==> config.mk <==
export PLATFORM = sky130hd
export DESIGN_NAME = fetch_unit_flat
export DESIGN_NICKNAME = d
export VERILOG_FILES = /design/src/rtl/fetch_pkg.sv /design/src/rtl/fetch_unit_if.sv /design/src/rtl/fetch_hold_reg.sv /design/src/rtl/fetch_unit.sv /design/src/flat_wrapper.sv
export SDC_FILE = /design/constraint.sdc
export NUM_CORES = 1
export LEC_CHECK = 0
export BUFFER_PORTS_ARGS = -buffer_cell sky130_fd_sc_hd__buf_2
export CAP_MARGIN = 10
export CORE_ASPECT_RATIO = 1.1
export CORE_UTILIZATION = 35
export DETAILED_ROUTE_END_ITERATION = 10
export SLEW_MARGIN = 20
export SYNTH_ARGS = -nofsm -noshare
export SYNTH_HDL_FRONTEND = slang
export SYNTH_HIERARCHICAL = 1
export SYNTH_SLANG_ARGS = --single-unit
==> constraint.sdc <==
create_clock -name clk -period 3.9 [get_ports clk]
set_clock_uncertainty 0.05 [all_clocks]
set_input_delay 0.39 -clock clk [delete_from_list [all_inputs] [get_ports clk]]
set_output_delay 0.39 -clock clk [all_outputs]
set_load 0.01 [all_outputs]
==> src/rtl/fetch_pkg.sv <==
// Shared types and constants for the instruction fetch stage.
//   fetch_state_e : fetch controller states
//   Nop           : canonical RV32I no-op (addi x0, x0, 0)
//   PcIncrement   : byte distance between sequential instructions
package fetch_pkg;

    localparam int unsigned StateWidth = 2;
    localparam int unsigned WordWidth  = 32;

    typedef enum logic [StateWidth-1:0] {
        IDLE  = 2'd0,
        FETCH = 2'd1,
        FLUSH = 2'd2,
        HOLD  = 2'd3
    } fetch_state_e;

    localparam logic [WordWidth-1:0] Nop         = 32'h0000_0013;
    localparam logic [WordWidth-1:0] PcIncrement = 32'd4;

endpackage

==> src/rtl/fetch_unit_if.sv <==
// Instruction-memory request/response channel.
//   imem_req    : request valid, held until the response arrives
//   imem_addr   : request address, stable while a request is outstanding
//   imem_rvalid : response valid, completes the outstanding request
//   imem_rdata  : response data
// master = fetch unit side, slave = instruction memory side.
interface fetch_unit_if #(
    parameter int unsigned DataWidth = 32
) ();

    logic                 imem_req;
    logic [DataWidth-1:0] imem_addr;
    logic                 imem_rvalid;
    logic [DataWidth-1:0] imem_rdata;

    modport master (
        output imem_req,
        output imem_addr,
        input  imem_rvalid,
        input  imem_rdata
    );

    modport slave (
        input  imem_req,
        input  imem_addr,
        output imem_rvalid,
        output imem_rdata
    );

endinterface

==> src/rtl/fetch_hold_reg.sv <==
// Single-entry instruction/PC hold register; parks one memory response
// while decode is stalled.
//   clk, rst            : clock, synchronous active-high reset
//   load                : capture instr_in/pc_in
//   clear               : return to NOP/0 (wins over load)
//   instr_in, pc_in     : entry to capture
//   hold_instr, hold_pc : stored entry
module fetch_hold_reg
    import fetch_pkg::*;
#(
    parameter int unsigned DataWidth = 32
) (
    input  logic                 clk,
    input  logic                 rst,
    input  logic                 load,
    input  logic                 clear,
    input  logic [DataWidth-1:0] instr_in,
    input  logic [DataWidth-1:0] pc_in,
    output logic [DataWidth-1:0] hold_instr,
    output logic [DataWidth-1:0] hold_pc
);

    logic [DataWidth-1:0] instr_d, instr_q;
    logic [DataWidth-1:0] pc_d,    pc_q;

    // Next entry: clear beats load, otherwise keep.
    always_comb begin
        instr_d = instr_q;
        pc_d    = pc_q;
        if (clear) begin
            instr_d = DataWidth'(Nop);
            pc_d    = '0;
        end else if (load) begin
            instr_d = instr_in;
            pc_d    = pc_in;
        end
    end

    always_ff @(posedge clk) begin
        if (rst) begin
            instr_q <= DataWidth'(Nop);
            pc_q    <= '0;
        end else begin
            instr_q <= instr_d;
            pc_q    <= pc_d;
        end
    end

    assign hold_instr = instr_q;
    assign hold_pc    = pc_q;

endmodule

==> src/rtl/fetch_unit.sv <==
// RV32I instruction fetch stage: owns the PC, keeps one request in flight
// to instruction memory, presents instruction/PC/valid to decode, honours
// decode stalls and control-flow redirects.
//   clk, rst                 : clock, synchronous active-high reset
//   stall                    : decode cannot accept; hold current output
//   redirect, redirect_pc    : taken control transfer and its target
//   imem                     : instruction-memory channel (master side)
//   instruction, pc_address  : output to decode
//   valid                    : instruction/pc_address meaningful
module fetch_unit
    import fetch_pkg::*;
#(
    parameter int unsigned          DataWidth   = 32,
    parameter logic [DataWidth-1:0] ResetVector = '0
) (
    input  logic                 clk,
    input  logic                 rst,
    input  logic                 stall,
    input  logic                 redirect,
    input  logic [DataWidth-1:0] redirect_pc,
    fetch_unit_if.master         imem,
    output logic [DataWidth-1:0] instruction,
    output logic [DataWidth-1:0] pc_address,
    output logic                 valid
);

    fetch_state_e         state_d,    state_q;
    logic [DataWidth-1:0] fetch_pc_d, fetch_pc_q;
    logic [DataWidth-1:0] req_pc_d,   req_pc_q;
    logic [DataWidth-1:0] instr_d,    instr_q;
    logic [DataWidth-1:0] pc_d,       pc_q;
    logic                 valid_d,    valid_q;
    logic                 imem_req_d, imem_req_q;

    logic [DataWidth-1:0] req_pc_inc;
    logic                 hold_load;
    logic                 hold_clear;
    logic [DataWidth-1:0] hold_instr;
    logic [DataWidth-1:0] hold_pc;

    fetch_hold_reg #(
        .DataWidth (DataWidth)
    ) u_hold (
        .clk        (clk),
        .rst        (rst),
        .load       (hold_load),
        .clear      (hold_clear),
        .instr_in   (imem.imem_rdata),
        .pc_in      (req_pc_q),
        .hold_instr (hold_instr),
        .hold_pc    (hold_pc)
    );

    // Next-state, PC and output-register logic.
    always_comb begin
        state_d    = state_q;
        fetch_pc_d = fetch_pc_q;
        req_pc_d   = req_pc_q;
        instr_d    = instr_q;
        pc_d       = pc_q;
        valid_d    = valid_q;
        hold_load  = 1'b0;
        hold_clear = 1'b0;
        req_pc_inc = req_pc_q + DataWidth'(PcIncrement);

        // Decode takes the current output; a load below overrides this.
        if (valid_q && !stall) begin
            valid_d = 1'b0;
        end

        if (redirect) begin
            valid_d    = 1'b0;
            hold_clear = 1'b1;
            fetch_pc_d = redirect_pc;
            case (state_q)
                FETCH: begin
                    // No response yet: the stale request must drain in FLUSH.
                    if (imem.imem_rvalid) begin
                        req_pc_d = redirect_pc;
                    end else begin
                        state_d = FLUSH;
                    end
                end
                FLUSH: begin
                    if (imem.imem_rvalid) begin
                        req_pc_d = redirect_pc;
                        state_d  = FETCH;
                    end
                end
                default: begin
                    req_pc_d = redirect_pc;
                    state_d  = FETCH;
                end
            endcase
        end else begin
            case (state_q)
                IDLE: begin
                    req_pc_d = fetch_pc_q;
                    state_d  = FETCH;
                end
                FETCH: begin
                    if (imem.imem_rvalid) begin
                        if (!valid_q || !stall) begin
                            instr_d    = imem.imem_rdata;
                            pc_d       = req_pc_q;
                            valid_d    = 1'b1;
                            fetch_pc_d = req_pc_inc;
                            req_pc_d   = req_pc_inc;
                        end else begin
                            // Output still occupied: park the response.
                            hold_load  = 1'b1;
                            fetch_pc_d = req_pc_inc;
                            state_d    = HOLD;
                        end
                    end
                end
                FLUSH: begin
                    if (imem.imem_rvalid) begin
                        req_pc_d = fetch_pc_q;
                        state_d  = FETCH;
                    end
                end
                HOLD: begin
                    if (!stall) begin
                        instr_d  = hold_instr;
                        pc_d     = hold_pc;
                        valid_d  = 1'b1;
                        req_pc_d = fetch_pc_q;
                        state_d  = FETCH;
                    end
                end
                default: begin
                    state_d = IDLE;
                end
            endcase
        end

        imem_req_d = (state_d == FETCH) || (state_d == FLUSH);
    end

    always_ff @(posedge clk) begin
        if (rst) begin
            state_q    <= IDLE;
            fetch_pc_q <= ResetVector;
            req_pc_q   <= ResetVector;
            instr_q    <= DataWidth'(Nop);
            pc_q       <= '0;
            valid_q    <= 1'b0;
            imem_req_q <= 1'b0;
        end else begin
            state_q    <= state_d;
            fetch_pc_q <= fetch_pc_d;
            req_pc_q   <= req_pc_d;
            instr_q    <= instr_d;
            pc_q       <= pc_d;
            valid_q    <= valid_d;
            imem_req_q <= imem_req_d;
        end
    end

    assign imem.imem_req  = imem_req_q;
    assign imem.imem_addr = req_pc_q;
    assign instruction    = instr_q;
    assign pc_address     = pc_q;
    assign valid          = valid_q;

endmodule

==> src/flat_wrapper.sv <==
// flat-port wrapper written by rule: the top's interface ports become plain ports
module fetch_unit_flat import fetch_pkg::*;
#(
    parameter int unsigned          DataWidth   = 32,
    parameter logic [DataWidth-1:0] ResetVector = '0
)
  (clk, rst, stall, redirect, redirect_pc, instruction, pc_address, valid, imem_imem_req, imem_imem_addr, imem_imem_rvalid, imem_imem_rdata);
  fetch_unit_if #(.DataWidth(DataWidth)) imem_i ();
  input  logic clk;
  input  logic rst;
  input  logic stall;
  input  logic redirect;
  input  logic [DataWidth-1:0] redirect_pc;
  output logic [DataWidth-1:0] instruction;
  output logic [DataWidth-1:0] pc_address;
  output logic valid;
  output wire logic [$bits(imem_i.imem_req)-1:0] imem_imem_req;
  output wire logic [$bits(imem_i.imem_addr)-1:0] imem_imem_addr;
  input wire logic [$bits(imem_i.imem_rvalid)-1:0] imem_imem_rvalid;
  input wire logic [$bits(imem_i.imem_rdata)-1:0] imem_imem_rdata;
  assign imem_imem_req = imem_i.imem_req;
  assign imem_imem_addr = imem_i.imem_addr;
  assign imem_i.imem_rvalid = imem_imem_rvalid;
  assign imem_i.imem_rdata = imem_imem_rdata;
  fetch_unit #(.DataWidth(DataWidth), .ResetVector(ResetVector)) u_core (.clk(clk), .rst(rst), .stall(stall), .redirect(redirect), .redirect_pc(redirect_pc), .imem(imem_i), .instruction(instruction), .pc_address(pc_address), .valid(valid));
endmodule
Word-level counts from Yosys, hierarchy flattened

Index checks and enable logic that the tools add are counted.

Shift-type cells: 0
Muxes and demuxes: 37
Bitwise logic cells: 1
Eq/ne operators: 13
$mul: 0
Div/mod/pow operators: 0
Order comparisons: 0
Add/subtract/negate cells: 1
Reduce and logical (&&, ||, !) cells: 15

Operator list:

| kind                  | number |
|---|---|
| $mux 32               | 16 |
| $pmux 32 s2           | 2 |
| $pmux 32 s4           | 1 |
| $add 32x3->32 const B | 1 |
| $mux 2                | 6 |
| $reduce_and 5->1      | 2 |
| $mux 1                | 9 |
| $ne 3x3->1 const B    | 3 |
| $pmux 2 s4            | 1 |
| $eq 2x2->1 const B    | 3 |
| $ne 3x2->1 const B    | 2 |
| $reduce_bool 2->1     | 3 |
| $reduce_or 2->1       | 3 |
| $eq 2x1->1 const B    | 2 |
| $ne 2x2->1 const B    | 2 |
| $pmux 2 s2            | 1 |
| $logic_not 1->1       | 2 |
| $logic_not 2->1       | 1 |
| $logic_or 1x1->1      | 2 |
| $ne 2x1->1 const B    | 1 |
| $pmux 1 s2            | 1 |
| $reduce_and 2->1      | 1 |
| $logic_and 1x1->1     | 1 |
| $not 1->1             | 1 |

Memories: 0
Bits in latches: 0
Logic and storage cells: 76
Input bits: 69
Bits in registers: 196
Bits in writable memories: 0
Output and inout bits: 98
Bits in read-only memories: 0

Longest topological paths before layout

Gate-level depths: netlist of the first run.

Depth in word-level cells: 8
Gate-level depth with buffers: 10
Depth with buffers taken out: 7

Cells and area by module

The synthesis of the first run kept the hierarchy.

By module, submodules not included:

| module         | cells each | times used | sequential area each (um^2) | area each (um^2) |
|---|---|---|---|---|
| fetch_unit     | 846        | 1          | 2642.5                      | 7045.5 |
| fetch_hold_reg | 208        | 1          | 1281.2                      | 2337.2 |

Worst setup path after synthesis of the first run

Ideal clock, no wire load.

Path type: register to register
Start point: register u_core.req_pc_q[2], in the netlist u_core/imem.imem_addr[2]
End point: register u_core.fetch_pc_q[26]
Clock period less this slack: 2225 ps
Arrival: 2061 ps
Slack: 1675 ps
Stages on the path, launching flop included: 8
Path buffers: 1
Setup time: 114 ps
Cell sequence: dfxtp_1 ha_1 and3_2 buf_2 nand2_1 or4_1 mux2i_1 a2111oi_0

Word-level cells in the longest chain between the ends: 4

RTL lines:

| element                | RTL line          | source |
|---|---|---|
| from (decl)            | fetch_unit.sv:29  | `logic [DataWidth-1:0] req_pc_d, req_pc_q;` |
| from (signal assigned) | fetch_unit.sv:145 | `req_pc_q <= ResetVector;` |
| from (signal assigned) | fetch_unit.sv:153 | `req_pc_q <= req_pc_d;` |
| $add 32x3->32          | fetch_unit.sv:64  | `req_pc_inc = req_pc_q + DataWidth'(PcIncrement);` |
| $mux 32                | fetch_unit.sv:102 | `if (imem.imem_rvalid) begin` |
| $mux 32                | fetch_unit.sv:96  | `case (state_q)` |
| $mux 32                | fetch_unit.sv:71  | `if (redirect) begin` |
| to (signal assigned)   | fetch_unit.sv:144 | `fetch_pc_q <= ResetVector;` |
| to (signal assigned)   | fetch_unit.sv:152 | `fetch_pc_q <= fetch_pc_d;` |
| to (decl)              | fetch_unit.sv:28  | `logic [DataWidth-1:0] fetch_pc_d, fetch_pc_q;` |

Every way passes these cells. The select of a mux whose other input is x is not followed.
A chain may end at the register's enable or synchronous reset.

Worst setup path in the final report of the first run

Start point: register u_core.state_q[1]
End point: register u_core.req_pc_q[28], in the netlist u_core/imem.imem_addr[28]

Word-level cells in the longest chain between the ends: 4
Elaborated cells between the ends (all ways): 14
Classes of those cells: eq/ne: 8; mux: 3; reduce/logical: 3

RTL lines:

| element                                                             | RTL line                           | source |
|---|---|---|
| from (decl)                                                         | fetch_unit.sv:27                   | `fetch_state_e state_d, state_q;` |
| from (signal assigned)                                              | fetch_unit.sv:151                  | `state_q <= state_d;` |
| $eq 2x1->1 / $eq 2x2->1 (equally long branches)                     | fetch_unit.sv:75, fetch_unit.sv:96 |  |
| $reduce_or 2->1 (no source line)                                    | n/a                                |  |
| $ne 3x2->1 (no source line) / $mux 32 (equally long branches)       | n/a                                |  |
| $reduce_and 5->1 (no source line) / $mux 32 (equally long branches) | n/a                                |  |

Several ways; a longest one is shown, not always the timed one.

==> impl_metrics.csv, run 1 <==
group,metric,value,unit
status,status,"completed",
synthesis,synth_edf_count,0,
sta,setup_ws,1.34,ns
global_routing,grt_max_degree,59,
synthesis,synth_cell_type_count,69,
cts,clk_latency,0.43,ns
cts,post_cts_buffers,0,
final_layout,final_cells,1533,
synthesis,synth.area.mux_share,14.1,%
critical_path,critPathSlowestCell,"nor2_2",
sta,hold_viol,0,
power_and_ir_drop,vdd_drop_max,295,µV
cts,cts-root-buf,"clkbuf_16",
floorplanning,row_count,62,
final_layout,fin_nets,1241,
cts,postCtsHoldBufs,0,
flow_run,maxCapViolations,0,
routing,drt-vias-per-instance,5.31,
synthesis,synthAdderAreaFrac,0.667,%
synthesis,syn_avg_cell_area,8.90,µm²
critical_path,max_stage_delay,0.85,ns
sta,relSlewSlack,27.7,%
synthesis,yosys-top-cells-area,"dfxtp_1 (42%), mux2i_1 (14%), nor2_1 (7.2%)",
routing,wl_per_cell,17.0,µm
synthesis,ys_seq_area_share,41.8,%
floorplanning,die_y,174,µm
final_layout,multiInputGateArea,0.00492,mm²
synthesis,yosys.area.top_type,"dfxtp_1",
synthesis,synth_compound_area_share,18.5,%
place,placed_cell_area,0.0103,mm²
place,gp_congestion,0.816,
routing,ant_nets,0,
synthesis,synthSimpleGateAreaFrac,17.1,%
final_layout,fill_cells,2671,
synthesis,yosys_warnings,6,
critical_path,start_kind,"flop",
synthesis,synthCells,1054,
worst_hold_path,hp-start,"imem_imem_rdata[4]",
synthesis,synth_xor_area_share,1.68,%
place,place_inst,1500,
power_and_ir_drop,power_density,418,mW/mm²
critical_path,reg2reg_from,"u_core/state_q[1]",
synthesis,synth_top_area_share,41.8,%
critical_path,path_cells,"inv_1, ha_1, buf_4, nor2_2, a21boi_0, o31a_1, o32ai_1",
critical_path,endpoint_kind,"flop",
synthesis,ys_ff_latch,196,
sta,hold_slack,0.141,ns
routing,post-route-drc-count,0,
cts,cts_tree,"yes",
floorplanning,core,0.0262,mm²
cts,cts-resized-gates,0,
critical_path,critPathMaxFanout,19,
cts,numClockSinks,196,
sta,setup_viol,0,
synthesis,synth_fp_nets,1128,
worst_hold_path,hp-class,"in2reg",
final_layout,fin_util,41.6,%
sta,finalMaxSlewViolations,0,
final_layout,drive_gt1_share,20.3,%
global_routing,grt_pass1_vias,7568,
sta,finalCritPeriodShare,65.7,%
cts,cts-htree-levels,4,
power_and_ir_drop,power,4.57,mW
sta,rsz0062_at_grt,"no",
sta,worstMarginPinSlew,1.08,ns
synthesis,ys.flop_type,"dfxtp_1",
routing,drt-pass1-iter-count,5,
cts,clk_pin_slew_worst_paths,0.07,ns
sta,period_needed,2.56,ns
floorplanning,initial_utilization,35.8,%
routing,wl,26000,µm
floorplanning,die_w,158,µm
floorplanning,dieArea,0.0275,mm²
sta,fin_setup_tns,0,ns
final_layout,syn_to_final_growth,16.3,%
synthesis,synth_top_family_by_area,"compound AO/OA/AOI/OAI gates",
synthesis,synth_common_cells,"dfxtp_1 (196), nor2_1 (180), mux2i_1 (128), a211oi_1 (72), nand2_1 (59)",
place,place_ws,1.32,ns
cts,cts_max_path_buffers,2,
global_routing,antenna_found_initial,1,
floorplanning,ioPinCount,167,
global_routing,track_usage,19.1,%
critical_path,startpoint,"u_core/state_q[1]",
final_layout,seq_area,0.00392,mm²
critical_path,crit_required,4.19,ns
cts,cts_buffers,17,
critical_path,setup.worst_path.class,"reg2reg",
place,io_buffers,166,
routing,drt_iter0_markers,627,
final_layout,final_area,0.0109,mm²
synthesis,post-synth-top-count-cell,"dfxtp_1",
global_routing,overflow,0,
place,place_hpwl,17700,µm
critical_path,arrival,2.86,ns
routing,vias,8134,
global_routing,grt_first_pass_wirelength,41400,µm
power_and_ir_drop,p_leak,3.90,nW
synthesis,syn_area,0.00938,mm²
synthesis,async_reset_ff_share,0,%
sta,max_freq,0.390,GHz
[cell usage in the layout, fill, tap and decap left out, types with 9 or more instances in the layout]
cell | synthesis | layout
a211oi_1 | 72 | 72
mux2i_1 | 128 | 128
nand4_1 | 13 | 13
xnor2_1 | 13 | 13
inv_1 | 12 | 12
dfxtp_1 | 196 | 196
nand3_1 | 20 | 20
nor2b_1 | 10 | 10
a21oi_1 | 53 | 53
o21ai_0 | 36 | 36
nor2_1 | 180 | 177
buf_4 | 9 | 21
nand2b_1 | 9 | 9
nor3_1 | 11 | 11
buf_2 | 8 | 165
nor4_1 | 9 | 9
nand2_1 | 59 | 59
clkbuf_16 | 0 | 17
[critical path, delay by kind of cell, from the launching register on]
family / cells / cell delay, ns
AO/OA/AOI/OAI: 3 / 0.53
AND/OR/NAND/NOR: 1 / 0.85
flip-flops: 1 / 0.43
adder cells (fa/ha/maj): 1 / 0.28
buffers and inverters: 2 / 0.33
[flip-flops by register name (all words and copies together), names as in the netlist]
name,cells
u_core/valid,1
u_core/instruction,32
u_core/pc_address,32
u_core/u_hold/hold_instr,32
u_core/fetch_pc_q,32
u_core/state_q,2
u_core/imem.imem_req,1
u_core/imem.imem_addr,32
u_core/u_hold/hold_pc,32
[power breakdown]
part | switching (mW) | total, mW | internal (mW) | leakage [nW]
clock | 0.812 | 1.77 | 0.953 | 0.274
combinational | 0.355 | 0.593 | 0.239 | 2.03
sequential | 0.111 | 2.21 | 2.09 | 1.60
[cells by family (layout without fill, tap and decap cells)]
group / after synthesis / count (layout)
and+or+nand+nor: 348 / 348
AOI/OAI and AO/OA: 250 / 250
DFF: 196 / 196
muxes: 132 / 132
buffers and inverters: 105 / 231
xor gates and xnor gates: 18 / 18
adders and majority gates: 5 / 5
other: 0 / 1
[final timing paths]
check | end | slack [ns] | depth (start not counted)
hold reg to reg | u_core/fetch_pc_q[30] | 0.42 | 2
setup reg to reg | u_core/imem.imem_addr[28] | 1.34 | 7
hold / removal | u_core/u_hold/hold_instr[4] | 0.14 | 3
setup / recovery | u_core/imem.imem_addr[28] | 1.34 | 7
[cell type report]
type                            count  share of cell area (%)
Tap cell                          352                    4.03
Timing Repair Buffer              187                    9.19
Antenna cell                        1                  0.0229
Inverter                           12                   0.413
Multi-Input combinational cell    753                    45.1
Clock buffer                       18                    3.93
Clock inverter                     14                    1.40
Sequential cell                   196                    35.9
[per-layer routing]
metal | up-vias | part of all wire, % | global-route usage, %
li1 | 4040 | - | -
met1 | 3824 | 45 | 25.0
met2 | 242 | 48 | 31.7
met3 | 28 | 5.3 | 3.00
met4 | 0 | 1.8 | 6.57
met5 | - | 0 | 0
Power figures use the tool's default switching activity.
==> run 2, diff against run 1 <==
--- a/config.mk
+++ b/config.mk
@@ -5,6 +5,7 @@
 export SDC_FILE = /design/constraint.sdc
 export NUM_CORES = 1
 export LEC_CHECK = 0
+export ABC_AREA = 1
 export BUFFER_PORTS_ARGS = -buffer_cell sky130_fd_sc_hd__buf_2
 export CAP_MARGIN = 10
 export CORE_ASPECT_RATIO = 1.1
==> constraint.sdc (replaced) <==
create_clock -name clk -period 2.3 [get_ports clk]
set_clock_uncertainty 0.05 [all_clocks]
set_input_delay 0.23 -clock clk [delete_from_list [all_inputs] [get_ports clk]]
set_output_delay 0.23 -clock clk [all_outputs]
set_load 0.01 [all_outputs]
==> run 2 against run 1 <==
Global-route usage grew 1.1 points. Count of clock-buffer cells in the layout grew 3. Sequential power grew 73%. First-iteration DRC count shrank 2.4%. Power grew 82%. Cell count grew 28%. Non-clock buffer count grew 21. Clock power grew 77%. Die area grew 1.4%. Sequential share of layout area shrank 1.6 points. Routed wire length grew 8.4%. Utilization grew 1.6 points. Critical path type unchanged. Largest cell class unchanged.
==> impl_metrics.csv, run 2 <==
group,metric,value,unit
synthesis,synth_edf_count,0,
global_routing,grt_first_pass_wirelength,45000,µm
power_and_ir_drop,p_switching,2.45,mW
routing,post-route-drc-count,0,
global_routing,antenna_found_initial,0,
synthesis,synth_common_cells,"nand2_1 (496), nor2_1 (203), dfxtp_1 (196), inv_1 (119), o21ai_0 (97)",
cts,post_cts_buffers,0,
power_and_ir_drop,seqPwrFrac,46.2,%
sta,relSlewSlack,61.9,%
synthesis,ys_ff_latch,196,
floorplanning,core,0.0264,mm²
synthesis,ys.flop_type,"dfxtp_1",
final_layout,fill_cells,2794,
sta,finalMaxSlewViolations,0,
place,io_buffers,166,
cts,cts-root-buf,"clkbuf_16",
synthesis,syn_area,0.00951,mm²
floorplanning,dieArea,0.0278,mm²
cts,cts_max_path_buffers,2,
synthesis,syn_avg_cell_area,6.52,µm²
final_layout,mostFrequentLayoutCells,"nand2_1 (496), nor2_1 (202), dfxtp_1 (196), buf_2 (166), inv_1 (118)",
sta,rsz0062_at_grt,"no",
routing,wl,28200,µm
critical_path,arrival,2.29,ns
flow_run,maxCapViolations,0,
place,place_inst,1932,
routing,drt-pass1-iter-count,5,
critical_path,critPathMaxFanout,56,
power_and_ir_drop,vdd_drop_max,414,µV
global_routing,track_usage,20.2,%
critical_path,endpoint_kind,"flop",
cts,cts-htree-levels,4,
worst_hold_path,hp-class,"in2reg",
place,place_hpwl,18900,µm
critical_path,crit_required,2.61,ns
final_layout,final_area,0.0114,mm²
sta,setup_viol,0,
power_and_ir_drop,p_int,5.85,mW
cts,clk_latency,0.43,ns
sta,fin_setup_tns,0,ns
floorplanning,die_w,159,µm
place,place_ws,0.247,ns
power_and_ir_drop,power,8.30,mW
critical_path,start_kind,"flop",
final_layout,drive_gt1_share,16.5,%
cts,cts_tree,"yes",
synthesis,yosys.area.top_type,"dfxtp_1",
routing,wl_per_cell,14.3,µm
power_and_ir_drop,clkPwrFrac,37.7,%
synthesis,yosys_warnings,6,
synthesis,yosys-top-cells-area,"dfxtp_1 (41%), nand2_1 (20%), nor2_1 (8.0%)",
floorplanning,row_count,62,
critical_path,r2r_setup_slack,0.31,ns
synthesis,synth_fp_nets,1533,
sta,hold_viol,0,
global_routing,grt_max_degree,67,
cts,cts_buffers,17,
sta,finalCritPeriodShare,86.3,%
power_and_ir_drop,switching_share,29.5,%
status,status,"completed",
cts,clk_pin_slew_worst_paths,0.07,ns
power_and_ir_drop,power_density,727,mW/mm²
critical_path,setup.worst_path.class,"reg2reg",
sta,worstMarginPinSlew,0.571,ns
power_and_ir_drop,p_comb_share,16.1,%
place,placed_cell_area,0.0108,mm²
synthesis,ys_seq_area_share,41.3,%
synthesis,synth_cell_type_count,34,
synthesis,async_reset_ff_share,0,%
synthesis,synthCells,1459,
global_routing,grt_pass1_vias,8540,
final_layout,syn_to_final_growth,19.9,%
sta,max_freq,0.504,GHz
routing,drt_iter0_markers,612,
floorplanning,ioPinCount,167,
place,gp_congestion,0.856,
routing,drt-vias-per-instance,4.79,
sta,period_needed,1.99,ns
synthesis,post-synth-top-count-cell,"nand2_1",
synthesis,synth_top_area_share,41.3,%
final_layout,final_cells,1968,
cts,numClockSinks,196,
routing,ant_nets,0,
sta,setup_ws,0.315,ns
final_layout,num_antenna_cells,0,
final_layout,final_common_cell,"nand2_1",
power_and_ir_drop,p_leak,5.04,nW
floorplanning,die_y,175,µm
global_routing,overflow,0,
floorplanning,initial_utilization,36.1,%
routing,vias,9426,
final_layout,fin_nets,1677,
[run 2: through the flow]
stage	utilization, %	hold slack [ns]
global route	43.3	0.000980
global placement	40.8	0.384
finish	43.3	0.0215
CTS	43.2	0.00437
detailed placement	40.8	0.390
floorplan	-	0.249
[run 2: layer usage]
| layer | up-vias | wire, µm | GRT usage, % |
|---|---|---|---|
| met1 | 4233 | 13300 | 26.3 |
| li1 | 4895 | - | - |
| met3 | 19 | 1510 | 3.77 |
| met5 | - | 0 | 0 |
| met4 | 0 | 305 | 5.65 |
| met2 | 279 | 13100 | 34.1 |
[run 2: cell families after synthesis]
kind of cell | Yosys count | synth area share, %
buffers and inverters | 211 | 9.94
AND/OR/NAND/NOR | 756 | 31.1
XOR/XNOR | 13 | 1.20
AO/OA/AOI/OAI | 277 | 15.7
adder cells (fa/ha/maj) | 5 | 0.658
multiplexers | 1 | 0.105
flip-flops | 196 | 41.3
[run 2: layout make-up]
class,instances,area [µm²],area share (%)
multi-input cells,1052,4650,40.8
flip-flops and latches,196,3920,34.4
repair buffers,208,1300,11.4
inverters,128,485,4.26
clock buffers,21,470,4.12
well taps,352,440,3.86
clock inverters,11,139,1.22
[run 2: timing repair]
item | in CTS | in global routing
endpoints found under the hold margin | 4 | 0
gates resized for setup | 0 | 1
hold buffers | 4 | 0
endpoints found under the setup margin | 0 | 8
[run 2: path summary, 6_finish.rpt]
| check | to | cells after the start | from |
|---|---|---|---|
| setup reg to reg | u_core/pc_address[26] | 9 | u_core/state_q[1] |
| hold / removal | u_core/instruction[9] | 3 | imem_imem_rdata[9] |
| setup / recovery | u_core/pc_address[26] | 9 | u_core/state_q[1] |
| hold reg to reg | u_core/u_hold/hold_instr[1] | 2 | u_core/u_hold/hold_instr[1] |
[run 2: power groups by stage]
stage               Combinational, mW  Sequential, mW  Clock, mW
finish                           1.34            3.83       3.13
global route                     1.49            3.86       3.34
CTS                              1.34            3.83       3.20
detailed placement               1.33            3.91          0
global placement                 1.31            3.91          0
floorplan                       0.737            3.94          0
[run 2: critical path, stage by stage, from the launching register on]
cell      delay, ns
dfxtp_1        0.34
inv_1          0.08
ha_1           0.29
nor2_1         0.10
nor2_1         0.15
nand2_2        0.14
clkinv_2       0.10
buf_6          0.32
o21ai_0        0.13
a31oi_1        0.17
